**config.mk**
```make
export PLATFORM = sky130hd
export DESIGN_NAME = scope_capture_ctrl
export DESIGN_NICKNAME = d
export VERILOG_FILES = /design/src/rtl/scope_pkg.sv /design/src/rtl/scope_trig_detect.sv /design/src/rtl/scope_capture_ctrl.sv
export SDC_FILE = /design/constraint.sdc
export NUM_CORES = 1
export LEC_CHECK = 0
export CORE_AREA = 3 3 113 93
export DETAILED_ROUTE_END_ITERATION = 12
export DIE_AREA = 0 0 116 96
export PLACE_DENSITY = 0.84
export SYNTH_ARGS = -nofsm -noshare
export SYNTH_HDL_FRONTEND = slang
export SYNTH_SLANG_ARGS = --single-unit
```
**constraint.sdc**
```tcl
create_clock -name clk -period 3.5 [get_ports clk]
set_input_delay 0.875 -clock clk [delete_from_list [all_inputs] [get_ports clk]]
set_output_delay 0.875 -clock clk [all_outputs]
set_load 0.02 [all_outputs]
```
**src/rtl/scope_pkg.sv**
```systemverilog
// Shared definitions for the scope capture path: state encoding and widths.
package scope_pkg;

   localparam int unsigned SCOPE_DATA_W = 12;
   localparam int unsigned SCOPE_ADDR_W = 10;

   typedef enum logic [2:0] {
      ST_IDLE      = 3'd0,
      ST_PRE       = 3'd1,
      ST_WAIT_TRIG = 3'd2,
      ST_POST      = 3'd3,
      ST_DONE      = 3'd4
   } scope_state_e;

   // States in which incoming samples are written to the sample RAM.
   function automatic logic is_capturing(input scope_state_e s);
      return (s == ST_PRE) || (s == ST_WAIT_TRIG) || (s == ST_POST);
   endfunction

endpackage

```
**src/rtl/scope_trig_detect.sv**
```systemverilog
// Level/slope trigger detector with forced-trigger latch.
// hit_o is combinational and only asserts on a sample that is being written
// while the sequencer waits for a trigger.
module scope_trig_detect
   import scope_pkg::*;
#(
   parameter int unsigned DATA_W = SCOPE_DATA_W
)
(
   input  logic              clk,
   input  logic              reset_n,
   input  logic              clear_i,
   input  logic              wr_i,
   input  logic              in_wait_i,
   input  logic              force_trig_i,
   input  logic [DATA_W-1:0] sample_i,
   input  logic [DATA_W-1:0] level_i,
   input  logic              rising_i,
   output logic              hit_o
);

   logic [DATA_W-1:0] prev_q, prev_d;
   logic              prev_valid_q, prev_valid_d;
   logic              force_q, force_d;
   logic              level_hit;

   // Slope crossing needs a previous sample written since arm.
   always_comb begin
      level_hit = 1'b0;
      if (prev_valid_q) begin
         if (rising_i) level_hit = (prev_q < level_i) && (sample_i >= level_i);
         else          level_hit = (prev_q > level_i) && (sample_i <= level_i);
      end
      hit_o = wr_i && in_wait_i && (level_hit || force_q || force_trig_i);
   end

   // Next values for the previous-sample history and the force latch.
   always_comb begin
      prev_d       = prev_q;
      prev_valid_d = prev_valid_q;
      if (clear_i) begin
         prev_valid_d = 1'b0;
      end else if (wr_i) begin
         prev_d       = sample_i;
         prev_valid_d = 1'b1;
      end
      // A force request is only remembered while waiting and until it fires.
      force_d = in_wait_i && !hit_o && (force_q || force_trig_i);
   end

   // Detector state registers.
   always_ff @(posedge clk or negedge reset_n) begin
      if (!reset_n) begin
         prev_q       <= '0;
         prev_valid_q <= 1'b0;
         force_q      <= 1'b0;
      end else begin
         prev_q       <= prev_d;
         prev_valid_q <= prev_valid_d;
         force_q      <= force_d;
      end
   end

endmodule

```
**src/rtl/scope_capture_ctrl.sv**
```systemverilog
// Capture sequencer: fills a circular sample RAM with a pre-trigger window,
// waits for a trigger, completes the post-trigger window and reports the
// record start and trigger addresses.
//
//   state      | meaning
//   -----------+-----------------------------------------------------------
//   IDLE       | no capture; arm latches config and starts one
//   PRE        | writing the pre-trigger window (down-counter cnt_q)
//   WAIT_TRIG  | writing samples while looking for a trigger
//   POST       | writing the post-trigger window (down-counter cnt_q)
//   DONE       | record complete; outputs hold until arm or abort
module scope_capture_ctrl
   import scope_pkg::*;
#(
   parameter int unsigned DATA_W = SCOPE_DATA_W,
   parameter int unsigned ADDR_W = SCOPE_ADDR_W
)
(
   input  logic              clk,
   input  logic              reset_n,
   input  logic              sample_valid,
   input  logic [DATA_W-1:0] sample_data,
   input  logic              arm,
   input  logic              abort,
   input  logic              force_trig,
   input  logic [DATA_W-1:0] trig_level,
   input  logic              trig_rising,
   input  logic [ADDR_W-1:0] pretrig,
   output logic              wr_en,
   output logic [ADDR_W-1:0] wr_addr,
   output logic [DATA_W-1:0] wr_data,
   output logic              busy,
   output logic              done,
   output logic [2:0]        state,
   output logic [ADDR_W-1:0] trig_addr,
   output logic [ADDR_W-1:0] start_addr
);

   scope_state_e      state_q, state_d;
   logic [ADDR_W-1:0] ptr_q, ptr_d;
   logic [ADDR_W-1:0] cnt_q, cnt_d;
   logic [ADDR_W-1:0] pretrig_q, pretrig_d;
   logic [DATA_W-1:0] level_q, level_d;
   logic              rising_q, rising_d;
   logic              wr_en_q, wr_en_d;
   logic [ADDR_W-1:0] wr_addr_q, wr_addr_d;
   logic [DATA_W-1:0] wr_data_q, wr_data_d;
   logic [ADDR_W-1:0] trig_addr_q, trig_addr_d;
   logic [ADDR_W-1:0] start_addr_q, start_addr_d;
   logic              busy_q, busy_d;
   logic              done_q, done_d;

   logic accept;
   logic arm_ok;
   logic trig_hit;

   // abort wins over everything, so it also suppresses the write and re-arm.
   always_comb begin
      accept = sample_valid && !abort && is_capturing(state_q);
      arm_ok = arm && !abort && ((state_q == ST_IDLE) || (state_q == ST_DONE));
   end

   scope_trig_detect #(
      .DATA_W (DATA_W)
   ) u_trig (
      .clk          (clk),
      .reset_n      (reset_n),
      .clear_i      (arm_ok),
      .wr_i         (accept),
      .in_wait_i    ((state_q == ST_WAIT_TRIG) && !abort),
      .force_trig_i (force_trig),
      .sample_i     (sample_data),
      .level_i      (level_q),
      .rising_i     (rising_q),
      .hit_o        (trig_hit)
   );

   // Sequencer next state, pointer/counter updates and registered outputs.
   always_comb begin
      state_d      = state_q;
      ptr_d        = ptr_q;
      cnt_d        = cnt_q;
      pretrig_d    = pretrig_q;
      level_d      = level_q;
      rising_d     = rising_q;
      wr_en_d      = 1'b0;
      wr_addr_d    = wr_addr_q;
      wr_data_d    = wr_data_q;
      trig_addr_d  = trig_addr_q;
      start_addr_d = start_addr_q;

      if (accept) begin
         wr_en_d   = 1'b1;
         wr_addr_d = ptr_q;
         wr_data_d = sample_data;
         ptr_d     = ptr_q + 1'b1;
      end

      if (abort) begin
         state_d = ST_IDLE;
      end else begin
         case (state_q)
            ST_IDLE, ST_DONE: begin
               if (arm) begin
                  pretrig_d = pretrig;
                  level_d   = trig_level;
                  rising_d  = trig_rising;
                  ptr_d     = '0;
                  cnt_d     = pretrig;
                  state_d   = (pretrig == '0) ? ST_WAIT_TRIG : ST_PRE;
               end
            end
            ST_PRE: begin
               if (accept) begin
                  cnt_d = cnt_q - 1'b1;
                  if (cnt_q == ADDR_W'(1)) state_d = ST_WAIT_TRIG;
               end
            end
            ST_WAIT_TRIG: begin
               if (trig_hit) begin
                  trig_addr_d  = ptr_q;
                  start_addr_d = ptr_q - pretrig_q;
                  // Post window length DEPTH-1-pretrig is the bitwise inverse.
                  cnt_d        = ~pretrig_q;
                  state_d      = (pretrig_q == '1) ? ST_DONE : ST_POST;
               end
            end
            ST_POST: begin
               if (accept) begin
                  cnt_d = cnt_q - 1'b1;
                  if (cnt_q == ADDR_W'(1)) state_d = ST_DONE;
               end
            end
            default: state_d = ST_IDLE;
         endcase
      end

      busy_d = is_capturing(state_d);
      done_d = (state_d == ST_DONE);
   end

   // Sequencer and output registers.
   always_ff @(posedge clk or negedge reset_n) begin
      if (!reset_n) begin
         state_q      <= ST_IDLE;
         ptr_q        <= '0;
         cnt_q        <= '0;
         pretrig_q    <= '0;
         level_q      <= '0;
         rising_q     <= 1'b0;
         wr_en_q      <= 1'b0;
         wr_addr_q    <= '0;
         wr_data_q    <= '0;
         trig_addr_q  <= '0;
         start_addr_q <= '0;
         busy_q       <= 1'b0;
         done_q       <= 1'b0;
      end else begin
         state_q      <= state_d;
         ptr_q        <= ptr_d;
         cnt_q        <= cnt_d;
         pretrig_q    <= pretrig_d;
         level_q      <= level_d;
         rising_q     <= rising_d;
         wr_en_q      <= wr_en_d;
         wr_addr_q    <= wr_addr_d;
         wr_data_q    <= wr_data_d;
         trig_addr_q  <= trig_addr_d;
         start_addr_q <= start_addr_d;
         busy_q       <= busy_d;
         done_q       <= done_d;
      end
   end

   assign wr_en      = wr_en_q;
   assign wr_addr    = wr_addr_q;
   assign wr_data    = wr_data_q;
   assign busy       = busy_q;
   assign done       = done_q;
   assign state      = state_q;
   assign trig_addr  = trig_addr_q;
   assign start_addr = start_addr_q;

endmodule

```
==> metrics.md <==
| Metric | Value |
|---|---|
| Die width | ~120 um |
| DP Worst Slack | about 0.036 ns |
| Critical Path AT | around 3.4 ns |
| Register area share after synthesis | 48.4% |
| Tcrit/Tclk final | around 90% |
| Synth Cell Area | 5430 um2 |
| # setup viols final | 0 |
| Mapped Nets | between 600 and 700 |
| Post-synth EDFFs | 0 |
| Register Area | around 2600 um2 |
| Reg clk slew, reported paths | approximately 0.07 ns |
| Area occupied by multi-input gates | 2570 um2 |
| Synth-to-layout area growth | 23.8% |
| Rel. slew slack | a little under half |
| Startpoint types | primary input |
| YS warnings | 0 |
| # rows | 32 |
| Synth area leader | dfrtp_1 |
| Fmax | between 0.3 and 0.4 GHz |
| Die Y | 96 um |
| Detail Route Antenna Nets | 0 |
| Synth Flop Type | dfrtp_1 |
| DRT iter0 DRCs | between 300 and 400 |
| Pins Over Slew Limit | 0 |
| Yosys top cell area share | between 40% and 50% |
| Longest Clk Path Bufs | 2 |
| Commonest non-fill, non-tap cell in the layout | nand2_1 |
| Post-route setup TNS | 0 ns |
| Crit Path Max Fanout | 44 |
| Post-Route WL | approximately 14 mm |
| HPWL Detailed | 9.74 mm |
| Async set or reset register ratio after synthesis | between 90% and 100% |
| Power per cell area | slightly below 500 nW/um2 |
| TritonCTS clock tree | yes |
| Drt first pass iters | 5 |
| Post-CTS Hold Buffers | 0 |
| HP Class | flop to flop |
| Final Hold Vio Count | 0 |
| Total GRT Usage | 25.5% |
| Final Wtd Congestion | between 0.8 and 0.9 |
| Worst slew pin tran | ~0.79 ns |
| Met3 Use GR | roughly 4.6% |
| Port Buffer Count | 88 |
| Fillers | 748 |
| TritonCTS Buffers | 9 |
| Cell area after layout | ~6700 um2 |
| Initial Util | roughly 57% |
| Routed WL per cell | between 15 and 20 um |
| Synth cell types | 53 |
| Status | completed |
| Core area | 9530 um2 |
| Endpoint class of the critical path | flop |
| RSZ-0062 raised after global routing | no |
| Die area | 11,100 um2 |
| Maximum number of pins on one net before global-route repair | 63 |
| Mean number of vias per cell | 5.79 |
| Crit path kind | primary input to flop |
| Postcts setup bufs | 0 |
| Layout cell share with drive strength beyond 1 | 6.82% |
| Resize count post-CTS | 0 |
| # Max-Cap Violations | 0 |
| Fin util | between 70% and 80% |
| Fin nets | 747 |
| Leak Pwr | approximately 3.2 nW |
| #FFs+latches synth | between 100 and 150 |
| H-tree lvl count | 3 |
| CTS root buf | clkbuf_16 |
| Final Skew | roughly 0.0096 ns |
| Via Count | between 4,000 and 5,000 |
| Initial antenna violation count | 0 |
| Syn_area_per_cell | just over 9 um2 |
| Area post-placement | 6440 um2 |
| DRC | 0 |
| Clk sinks | around 110 |
| Met2 usage in global routing | 40.1% |
| First-pass GRT wire length | roughly 22 mm |
| Power consumption | 3.25 mW |
| Peak supply drop | 0.392 mV |
| Vias in the first global route | between 4,000 and 5,000 |
| N_diodes | 0 |
| Worst skew pair latency | ~0.34 ns |
| Mapped Cells | 584 |
| Busiest grt layer | met2 |
| Most frequent cells in the layout | 131 x nand2_1, 105 x dfrtp_1, 87 x clkdlybuf4s50_1, 47 x o21ai_0, 36 x ha_1 |
| Tmin final | around 3.1 ns |
| Met1 usage | between 30% and 40% |
| Post-route worst setup slack | between 0.3 and 0.4 ns |
| Dominant cells by area after synthesis | dfrtp_1 48%, nand2_1 9.1%, ha_1 8.3% |
| CP required | approximately 3.8 ns |
| Gr ovfl total | 0 |
| # IOs | 89 |
final cells by class:
type / instances / share of cell area (%)
flip-flops and latches: 105 / 39.1
multi-input cells: 423 / 38.2
repair buffers: 97 / 14.4
clock buffers: 11 / 3.61
well taps: 119 / 2.22
inverters: 33 / 1.84
clock inverters: 5 / 0.559
stage by stage:
| step | std cells | hold WS (ns) |
|---|---|---|
| after floorplan | 584 | 0.450 |
| after global placement | 777 | 0.458 |
| after detailed placement | 777 | 0.465 |
| after CTS | 793 | 0.484 |
| after global routing | 793 | 0.507 |
| final | 793 | 0.480 |
per-layer routing:
metal  up-vias  wire, um
li1       2174         -
met1      2247      6350
met2       153      6340
met3        18       692
met4         0       167
met5         -         0
final timing paths:
check / from / end / slack, ns / cells after the start
worst max-delay path: sample_data[4] / state[2] / 0.36 / 11
worst max register to register: level_q[10] / state[2] / 0.88 / 11
max in group asynchronous: reset_n / state[1] / 2.17 / 2
worst min-delay path: wr_data[6] / wr_data[6] / 0.48 / 2
worst min register to register: wr_data[6] / wr_data[6] / 0.48 / 2
min in group asynchronous: reset_n / wr_data[9] / 0.60 / 1
cell usage after synthesis (8+ instances only):
| cell | n |
|---|---|
| dfrtp_1 | 105 |
| inv_1 | 33 |
| clkbuf_1 | 13 |
| ha_1 | 36 |
| nand2b_1 | 9 |
| o21ai_0 | 47 |
| nand2_1 | 131 |
| xor2_1 | 9 |
| nand4_1 | 10 |
| a21oi_1 | 33 |
| nor2_1 | 36 |
| o22ai_1 | 8 |
| nand3_1 | 11 |
power breakdown:
part	leakage, nW	internal (mW)	switching [mW]
registers	1.37	1.37	0.103
logic	1.68	0.358	0.460
clock network	0.138	0.508	0.449
total	3.19	2.23	1.01
flip-flops by register name, summed over array words and instances (netlist names), 3 cells and up:
signal         count
trig_addr         10
wr_data           12
wr_addr           10
ptr_q             10
cnt_q             10
u_trig.prev_q     12
start_addr        10
level_q           12
pretrig_q         10
state              3
kinds of logic (layout without fill, tap and decap cells):
| kind of cell | Yosys count | count (layout) | synth area share [%] |
|---|---|---|---|
| flip-flops | 105 | 105 | 48.4 |
| AND/OR/NAND/NOR | 231 | 231 | 19.0 |
| AO/OA/AOI/OAI | 127 | 127 | 13.9 |
| XOR/XNOR | 15 | 15 | 2.42 |
| adder cells (fa/ha/maj) | 37 | 37 | 8.67 |
| buffers and inverters | 56 | 146 | 4.38 |
| multiplexers | 13 | 13 | 3.18 |
worst max-delay path, stage by stage:
cell             delay, ns
clkdlybuf4s50_1       0.44
ha_1                  0.31
and3_1                0.23
o21ai_0               0.10
a21boi_0              0.22
nor2_1                0.07
a211o_1               0.29
a31o_1                0.26
buf_12                0.18
or2_1                 0.25
a31oi_1               0.15
Note: power is estimated with default switching activity, not from simulation.
==> patch 1, RTL diff (config.mk and constraints unchanged) <==
Add an input register stage for `pretrig`, without a reset; this delays it by one clock. The other inputs are not delayed to match.
--- a/src/rtl/scope_capture_ctrl.sv
+++ b/src/rtl/scope_capture_ctrl.sv
@@ -36,4 +36,10 @@
    output logic [ADDR_W-1:0] start_addr
 );
+
+   logic [ADDR_W-1:0] pretrig_r;
+
+   always_ff @(posedge clk) begin
+      pretrig_r <= pretrig;
+   end
 
    scope_state_e      state_q, state_d;
@@ -103,10 +109,10 @@
             ST_IDLE, ST_DONE: begin
                if (arm) begin
-                  pretrig_d = pretrig;
+                  pretrig_d = pretrig_r;
                   level_d   = trig_level;
                   rising_d  = trig_rising;
                   ptr_d     = '0;
-                  cnt_d     = pretrig;
-                  state_d   = (pretrig == '0) ? ST_WAIT_TRIG : ST_PRE;
+                  cnt_d     = pretrig_r;
+                  state_d   = (pretrig_r == '0) ? ST_WAIT_TRIG : ST_PRE;
                end
             end
Function: changed (Yosys sat finds a counterexample within 4 cycles, from zero or initial values and one cycle with reset_n low).
==> patch 1 against the unedited design <==
Wire length increased by 6.6%; power increased by 28%; worst setup slack got worse by 0.0063 ns; synthesized cell count grew 1.7%; final area grew 7.1%; sequential share of layout area rose by 0.19 points; sequential cell count grew 10; area after synthesis increased by 3.0%.
==> patch 1: results (changes against the unedited design) <==
Status: completed
WL met3: 962 µm (+39%)
Routed length on met1: 6343 µm (-0.14%)
Fillers: 659 (-12%)
Net Sw Frac: 29.73% (-1.5 points)
Vias in the first global route: 4,793 (+8.5%)
Rel. slew slack: 59.75% (+12 points)
Critical R2R Launch: level_q[9]
Nets: 766 (+2.5%)
GR Layer Usage met2: 42.58% (+2.5 points)
Yosys cell types: 51 (-3.8%)
Sequential fraction of the synthesis area: 50.59% (+2.2 points)
Placed cell count: 788 (+1.4%)
Buffering overhead: 13.39% (-1.1 points)
Internal Pwr Total: 0.002923 W (+31%)
Clock latency at the later pin of the worst-skew pair: 0.41 ns (+0.07 ns)
Synth Net Count: 672 (+1.5%)
CTS Buf Count: 17 (+8)
Met3 Track Usage GR: 6.977% (+2.4 points)
Footprint of the multi-input gates: 2527 µm² (-1.6%)
Synth top cells by count: 137 x nand2_1, 105 x dfrtp_1, 47 x o21ai_0
Hpwl dp: 10,030 µm (+3.0%)
WL final: 14,440 µm (+6.6%)
Pwr dens: 578.0 nW/µm² (+20%)
Largest net degree at the start of global routing: 79 (+25%)
Crit path max fanout: 45 (+2.3%)
Share of cells above drive strength 1: 8.559% (+1.7 points)
Leak: 3.403 nW (+6.8%)
H-tree depth reported by CTS: 4 (+1)
Final hold slack: 0.3874 ns (-0.09219 ns)
Worst Path Arrival: 3.47 ns (+0.07 ns)
Multi-input gates: 421 (-0.47%)
RD Place Congestion: 0.8992 (+2.2%)
Gr usage total: 27.45% (+2.0 points)
Worst hold-check path type: primary input to async pin
Gate power share: 19.7% (-5.5 points)
Drt wl/cell: 17.61 µm (+3.1%)
FFs & Latches: 115 (+9.5%)
Initial drt markers: 366 (+10%)
First-pass GRT wire length: 23,780 µm (+7.1%)
Syn avg cell area: 9.409 µm² (+1.3%)
Clock Pin Slew Worst Setup and Hold Paths: 0.05 ns (-0.02 ns)
Pre-CTS setup slack: -0.02452 ns (-0.06037 ns)
Peak VDD IR: 0.3960 mV (+1.1%)
Sequential share of cell area: 39.29% (+0.19 points)
## patch 1: cells by family (layout without fill, tap and decap cells)
logic type / Yosys count / after routing / share of synthesized area, %
and+or+nand+nor: 230 / 230 / 18.04
AOI/OAI and AO/OA: 126 / 126 / 13.19
DFF: 115 / 115 / 50.59
buffers and inverters: 58 / 165 / 4.321
adders and majority gates: 37 / 37 / 8.417
xor gates and xnor gates: 15 / 15 / 2.351
muxes: 13 / 13 / 3.089
## patch 1: worst max-delay path, delay by kind of cell
| kind | cells | cell delay [ns] |
|---|---|---|
| AOI/OAI and AO/OA | 5 | 0.86 |
| buffers and inverters | 2 | 0.62 |
| and+or+nand+nor | 3 | 0.77 |
| adders and majority gates | 1 | 0.34 |
## patch 1: how the worst max path moves through the flow
stage	to	slack, ns	cells past startpoint
after floorplan	trig_addr[2]	0.65	10
after global placement	done	0.10	11
after detailed placement	done	-0.02	11
after CTS	done	0.39	11
after global routing	done	0.17	11
final	done	0.35	11
==> patch 2, RTL diff (same settings) <==
Without the edit above. Change the package constant `SCOPE_ADDR_W` from 10 to 12.
--- a/src/rtl/scope_pkg.sv
+++ b/src/rtl/scope_pkg.sv
@@ -3,5 +3,5 @@
 
    localparam int unsigned SCOPE_DATA_W = 12;
-   localparam int unsigned SCOPE_ADDR_W = 10;
+   localparam int unsigned SCOPE_ADDR_W = 12;
 
    typedef enum logic [2:0] {
Interface: changed (resized pretrig, start_addr, trig_addr and wr_addr); port bits go from 89 to 97. No check against the original RTL was run, so the function may have changed too.
==> patch 2 against the unedited design <==
Area after synthesis rose by 12%; worst setup slack got worse by 0.051 ns; sequential power is 13% higher; wire length is 27% higher; power is 35% higher; final area increased by 16%; sequential cell count increased by 12; critical path type unchanged; largest cell class unchanged.
==> patch 2: results (changes against the unedited design) <==
Initial antenna violation count: 0 (unchanged)
Largest cells by area after synthesis: dfrtp_1 48%, ha_1 7.8%, nand2_1 7.7%, o21ai_0 3.6%, mux2_1 3.0%
Worst hold-check path type: flip-flop to flip-flop
CP max-delay cell: clkdlybuf4s50_1
IO buf count: 96 (+9.1%)
Reg2Reg Depth: 11 (unchanged)
Largest net degree at the start of global routing: 66 (+4.8%)
Highest Clock Rate: 313.0 MHz (-1.6%)
Mean number of vias per cell: 6.203 (+7.1%)
Inserted Diodes: 0 (unchanged)
Initial drt markers: 465 (+40%)
Hold Path Sink: wr_addr[9]
DRT Pass-1 Iters: 7 (+2)
Rel. slew slack: 53.20% (+5.7 points)
Yosys cell types: 63 (+19%)
Clock latency at the later pin of the worst-skew pair: 0.41 ns (+0.07 ns)
Hpwl dp: 11,440 µm (+17%)
Post_cts resized: 0 (unchanged)
Flop2flop setup slack: 0.77 ns (-0.11 ns)
Share of cells above drive strength 1: 9.115% (+2.3 points)
Number of synthesis warnings: 0 (unchanged)
Worst Path Arrival: 3.47 ns (+0.07 ns)
Internal Pwr Total: 0.003068 W (+37%)
WL final: 17,200 µm (+27%)
Nets: 815 (+9.1%)
Synth top cells by count: 124 x nand2_1, 117 x dfrtp_1, 44 x o21ai_0
Final Hold Viols: 0 (unchanged)
Synth Net Count: 712 (+7.6%)
CP Launch Point: sample_data[9]
Clock buffer depth: 2 (unchanged)
Clock Pin Slew Worst Setup and Hold Paths: 0.06 ns
Vias in the first global route: 5,453 (+23%)
Post-CTS setup buffer count: 0 (unchanged)
Status: completed
Top Family by Delay on Critical Path: compound AO/OA/AOI/OAI gates
RD Place Congestion: 0.8928 (+1.5%)
Critical R2R Launch: level_q[6]
Setup Skew: 0.008767 ns (-0.0008330 ns)
Fillers: 592 (-21%)
Crit path capture: busy
Max-cap violations: 0 (unchanged)
Max incr delay on CP: 0.44 ns (about the same)
CTS Root Cell: clkbuf_16
Peak VDD IR: 0.4692 mV (+20%)
H-tree depth reported by CTS: 4 (+1)
Main synth FF type: dfrtp_1
CTS Buf Count: 17 (+8)
First-pass GRT wire length: 27,960 µm (+26%)
Asr flop ratio synth: 100.0% (unchanged)
Gr usage total: 32.85% (+7.4 points)
Sequential fraction of the synthesis area: 48.27% (-0.15 points)
Worst hold start: wr_addr[9]
Leak: 3.692 nW (+16%)
Worst Hold Path Cells: 2 (unchanged)
Pre-CTS setup slack: -0.02079 ns (-0.05663 ns)
Crit path max fanout: 2 (-95%)
==> patch 2: per-layer routing <==
metal / vias up / GRT usage, % / wire length (µm)
li1: 2427 / - / -
met3: 30 / 7.291 / 1311
met4: 0 / 12.46 / 340
met1: 2647 / 45.16 / 7369
met5: - / 0 / 0
met2: 262 / 51.44 / 8181
==> patch 2: per-stage QoR <==
step	hold slack, ns	cell area, µm²	cells	setup TNS, ns	utilization (%)
2_1_floorplan	0.4499	6066	630	0	-
6_report	0.4761	7810	865	0	81.96
4_1_cts	0.4789	7810	865	0	81.96
3_3_place_gp	0.4570	7197	833	0	75.53
5_1_grt	0.5089	7810	865	0	81.96
3_5_place_dp	0.4628	7197	833	-0.1728	75.53
==> patch 2: area by class of cell <==
| type | instances | area share, % |
|---|---|---|
| clock buffer | 19 | 5.671 |
| inverter | 38 | 1.826 |
| multi-input combinational | 449 | 36.99 |
| clock inverter | 13 | 2.179 |
| tap | 119 | 1.906 |
| timing repair buffer | 110 | 13.94 |
| sequential | 117 | 37.49 |
==> patch 2: cell families after synthesis <==
family / after synthesis / share of synthesized area (%)
and+or+nand+nor: 237 / 17.86
AOI/OAI and AO/OA: 128 / 13.86
DFF: 117 / 48.27
buffers and inverters: 64 / 4.228
adders and majority gates: 39 / 8.168
muxes: 29 / 5.301
xor gates and xnor gates: 16 / 2.310
==> patch 2: power by group through the flow <==
stage	combinational (W)	clock, W	sequential (W)
after CTS	0.000913	0.00182	0.00165
after detailed placement	0.000891	0	0.00167
after global placement	0.000854	0	0.00166
final	0.000920	0.00180	0.00166
after global routing	0.00102	0.00190	0.00168
after floorplan	0.000518	0	0.00168
